## src/rtl/fetch_ctrl.sv

```systemverilog
// Instruction fetch sequencer: owns the fetch PC, keeps at most one read
// outstanding on the imem port, pushes each returned instruction with its PC
// into the instruction queue, and redirects on a backend flush while dropping
// any response that was already in flight when the flush arrived.
module fetch_ctrl #(
    parameter int              XLEN     = 32,
    parameter logic [XLEN-1:0] RESET_PC = 32'h1eceb000
) (
    input  logic            clk,
    input  logic            rst,
    output logic [XLEN-1:0] imem_addr,
    output logic [3:0]      imem_rmask,
    input  logic [XLEN-1:0] imem_rdata,
    input  logic            imem_resp,
    input  logic            iq_full,
    output logic            iq_push,
    output logic [XLEN-1:0] iq_instr,
    output logic [XLEN-1:0] iq_pc,
    input  logic            flush_valid,
    input  logic [XLEN-1:0] flush_pc,
    output logic            busy,
    output logic [31:0]     fetch_count
);

    // IDLE: free to issue; WAIT: live request outstanding;
    // DRAIN: a request made before a flush is still outstanding.
    typedef enum logic [1:0] {
        S_IDLE  = 2'd0,
        S_WAIT  = 2'd1,
        S_DRAIN = 2'd2
    } state_t;

    state_t          r_state;
    logic [XLEN-1:0] r_pc;
    logic [31:0]     r_fetch_count;

    logic [XLEN-1:0] w_flush_pc_al;
    logic            w_issue;
    logic            w_push;

    // Redirect targets are forced to word alignment.
    assign w_flush_pc_al = {flush_pc[XLEN-1:2], 2'b00};

    // Issue and push are same-cycle strobes derived from the current state;
    // a flush in the same cycle suppresses both.
    assign w_issue = (r_state == S_IDLE) && !flush_valid && !iq_full && !rst;
    assign w_push  = (r_state == S_WAIT) && imem_resp && !flush_valid && !rst;

    assign imem_addr   = r_pc;
    assign imem_rmask  = w_issue ? 4'hf : 4'h0;
    assign iq_push     = w_push;
    assign iq_instr    = imem_rdata;
    assign iq_pc       = r_pc;
    assign busy        = (r_state != S_IDLE) && !rst;
    assign fetch_count = r_fetch_count;

    // Fetch state machine: state, PC and pushed-instruction counter.
    always_ff @(posedge clk) begin
        if (rst) begin
            r_state       <= S_IDLE;
            r_pc          <= RESET_PC;
            r_fetch_count <= 32'd0;
        end else begin
            case (r_state)
                S_IDLE: begin
                    // Responses arriving here are strays and are ignored.
                    if (flush_valid) begin
                        r_pc <= w_flush_pc_al;
                    end else if (!iq_full) begin
                        r_state <= S_WAIT;
                    end
                end
                S_WAIT: begin
                    if (imem_resp) begin
                        if (flush_valid) begin
                            r_pc <= w_flush_pc_al;
                        end else begin
                            r_pc          <= r_pc + XLEN'(4);
                            r_fetch_count <= r_fetch_count + 32'd1;
                        end
                        r_state <= S_IDLE;
                    end else if (flush_valid) begin
                        // The old request must still be absorbed before reissue.
                        r_pc    <= w_flush_pc_al;
                        r_state <= S_DRAIN;
                    end
                end
                S_DRAIN: begin
                    // Later flushes only retarget; the drain ends on the one
                    // pending response regardless.
                    if (flush_valid) begin
                        r_pc <= w_flush_pc_al;
                    end
                    if (imem_resp) begin
                        r_state <= S_IDLE;
                    end
                end
                default: begin
                    r_state <= S_IDLE;
                end
            endcase
        end
    end

endmodule
```

## config.mk

```make
export PLATFORM = sky130hd
export DESIGN_NAME = fetch_ctrl
export DESIGN_NICKNAME = d
export VERILOG_FILES = /design/src/rtl/fetch_ctrl.sv
export SDC_FILE = /design/constraint.sdc
export NUM_CORES = 1
export LEC_CHECK = 0
export ABC_AREA = 0
export BUFFER_PORTS_ARGS = -buffer_cell sky130_fd_sc_hd__buf_2
export CAP_MARGIN = 0
export CORE_MARGIN = 5
export CORE_UTILIZATION = 45
export CTS_BUF_LIST = sky130_fd_sc_hd__clkbuf_4 sky130_fd_sc_hd__clkbuf_8 sky130_fd_sc_hd__clkbuf_16
export CTS_CLUSTER_SIZE = 25
export DETAILED_ROUTE_END_ITERATION = 8
export PLACE_DENSITY_LB_ADDON = 0.12
export SLEW_MARGIN = 15
export SYNTH_ARGS = -nofsm -noshare
export SYNTH_HDL_FRONTEND = slang
export SYNTH_SLANG_ARGS = --single-unit
```

## constraint.sdc

```tcl
create_clock -name clk -period 4.6 [get_ports clk]
set_input_delay 0.69 -clock clk [delete_from_list [all_inputs] [get_ports clk]]
set_output_delay 0.69 -clock clk [all_outputs]
set_load 0.05 [all_outputs]
```

==> impl_metrics.ini <==
[finish]
fin_util_pct = 50.5
layout-drive-gt1-share_pct = 27.0
n_antenna_cell = 0
area_growth_pct = 10.7
stdcell_count = 752
nets = 685

[clock_tree]
postCtsResizedCells = 0
clk_latency_ns = 0.34
cts_max_path_buffers = 2
post-cts-setup-buffers = 0
tritoncts = done
ctsHtreeMaxLevel = 3
path_clk_slew_ns = 0.07
cts_made_buffers = 9
cts.sink_count = 66
ctsHoldBuffers = 0
cts_root_buf = clkbuf_8

[status]
status = finished, final reports clean

[die]
initial_core_util_pct = 45.6
top_level_ports = 203
std_cell_rows = 36
dieWidth_microns = 109
die_y_microns = 109
fp.dieArea_sq_um = 11800
core_sq_um = 9640

[hold_path]
hold_depth = 1
hold_class = reg2reg
holdPathEnd = imem_addr[0]$_SDFFE_PP0P_
min-delay-start = imem_addr[0]$_SDFFE_PP0P_

[timing]
finalHoldViolCount = 0
finalSetupViolations = 0
post-route-period-util_pct = 64.2
tightest_slew_ns = 0.991
slew_viol_final = 0
fin_crit_ns = 2.95
rsz0062_at_grt = no
finalWorstSetupSlack_ns = 1.65
slew_headroom_pct = 33.8
final.setup.tns_ns = 0
clock.fmax_ghz = 0.339
skew_ns = 0.00791

[grt]
grt_pass1_vias = 3962
grt-ovfl-total = 0
grt_first_pass_wirelength_mm = 20.4
track_usage_pct = 21.6
antenna_found_initial = 1
grt_max_degree = 45

[power_and_ir_drop]
clockPowerShare_pct = 39.4
combinationalPowerShare_pct = 19.1
power_leakage_nw = 2.00
p_int_mw = 1.01
pwr-share-seq_pct = 41.5
vdd_drop_max_uv = 151
powerDensity_nw_per_um2 = 310
power_mw = 1.51
switching_share_pct = 32.8
p_switching_mw = 0.493

[synthesis]
synth_top_area_share_pct = 30.1
yosysUniqueCellTypes = 60
yosysWarningCount = 0
synth_area_leaders = dfxtp_1 (30%), buf_4 (12%), nor2_1 (5.6%)
postSynthAreaPerCell_sq_um = 7.79
synth_edf_count = 0
yosys.cell_count.top_type = buf_4
ys_seq_area_share_pct = 30.1
synth_common_cells = buf_4 (68), dfxtp_1 (66), nor2_1 (66)
netlist_instances = 564
synth_area_leader_cell = dfxtp_1
synth-seq-cells = 66
synthArstFlopShare_pct = 0
synth.cell_area_sq_um = 4390
synth_flop_cell = dfxtp_1
syn-num-nets = 635

[critical_path]
critPathArrivalTime_ns = 2.26
rr_worst_depth = 5
reg2reg_to = fetch_count[25]$_SDFFE_PP0P_
crit_fanout = 36
rr_startpoint = r_state[1]$_SDFFE_PP0P_
reg2reg_slack_ns = 2.15
worstSetupPathType = in2out
startpoint_type = primary input
cp-end-kind = output pin
cp.required_ns = 3.91

[route]
via_per_inst = 5.72
finalWirelength_mm = 13.0
wl_per_cell_microns = 17.3
ant_nets = 0
drt_iter0_drc = 258
drtPass1Iterations = 6
via_count = 4301
drc = 0

[placement]
dp_hpwl_mm = 9.15
port_buffers = 136
dp.cells = 736
gp_congestion = 0.930
place_worst_setup_slack_ns = 1.63

[job]
max_cap_violations = 0
[cell type report]
| type | count | area [sq um] |
|---|---|---|
| repair buffers | 139 | 703 |
| fillers | 985 | 4780 |
| multi-input cells | 390 | 2400 |
| well taps | 133 | 166 |
| clock inverters | 4 | 72.6 |
| flip-flops and latches | 66 | 1320 |
| inverters | 8 | 30.0 |
| clock buffers | 12 | 165 |
[sequential cells by signal, summed over array words and instances, names as in the netlist]
register / count
fetch_count: 32
imem_addr: 32
r_state: 2
[per-layer routing]
metal	share of wire, %	GRT usage, %	up-vias	routed length, microns
li1	-	-	2064	-
met1	44	28.7	2030	5780
met2	46	34.4	189	6030
met3	8.0	5.21	16	1050
met4	1.3	7.12	2	163
met5	0.054	0	-	7
[worst max-delay path, stage by stage]
cell	delay, ns
buf_2	0.24
buf_4	0.31
or3_1	0.43
nor3_1	0.26
buf_2	0.33
[power groups by stage]
stage	Clock (mW)	Sequential (mW)	Combinational, mW
5_1_grt	0.631	0.630	0.303
3_3_place_gp	0	0.637	0.285
2_1_floorplan	0	0.689	0.257
3_5_place_dp	0	0.638	0.287
4_1_cts	0.603	0.625	0.287
6_report	0.593	0.626	0.287
[cells in the final DEF, fill, tap and decap left out, drive strengths merged, types with 10 or more instances in the layout]
master,n
a21oi,25
and4,11
buf,139
clkbuf,12
dfxtp,66
mux2i,10
nand2,36
nand2b,10
nand3,23
nand4,29
nor2,66
nor3,19
nor4,17
o21ai,18
or3,10
xnor2,16
xor2,17
[how the worst max path moves through the flow]
stage | start | end | slack [ns] | cells after the start
after floorplan | imem_resp | iq_push | 1.98 | 4
after global placement | flush_valid | imem_rmask[0] | 1.65 | 5
after detailed placement | flush_valid | imem_rmask[2] | 1.63 | 5
after CTS | flush_valid | imem_rmask[0] | 1.61 | 5
after global routing | flush_valid | imem_rmask[0] | 1.48 | 5
final | flush_valid | imem_rmask[0] | 1.65 | 5
[cell families (layout without fill, tap and decap cells)]
| logic type | count (synthesis) | in the layout | synth area share, % |
|---|---|---|---|
| AND/OR/NAND/NOR | 251 | 251 | 30.6 |
| buffers and inverters | 108 | 163 | 15.2 |
| AO/OA/AOI/OAI | 92 | 92 | 14.2 |
| flip-flops | 66 | 66 | 30.1 |
| XOR/XNOR | 33 | 33 | 6.58 |
| multiplexers | 12 | 12 | 2.79 |
| adder cells (fa/ha/maj) | 2 | 2 | 0.570 |
[through the flow]
stage	area, sq um	hold WS (ns)
floorplan	4390	0.705
global placement	4630	0.465
detailed placement	4630	0.484
CTS	4860	0.498
global route	4860	0.521
finish	4860	0.496
(Power assumes the default switching activity.)
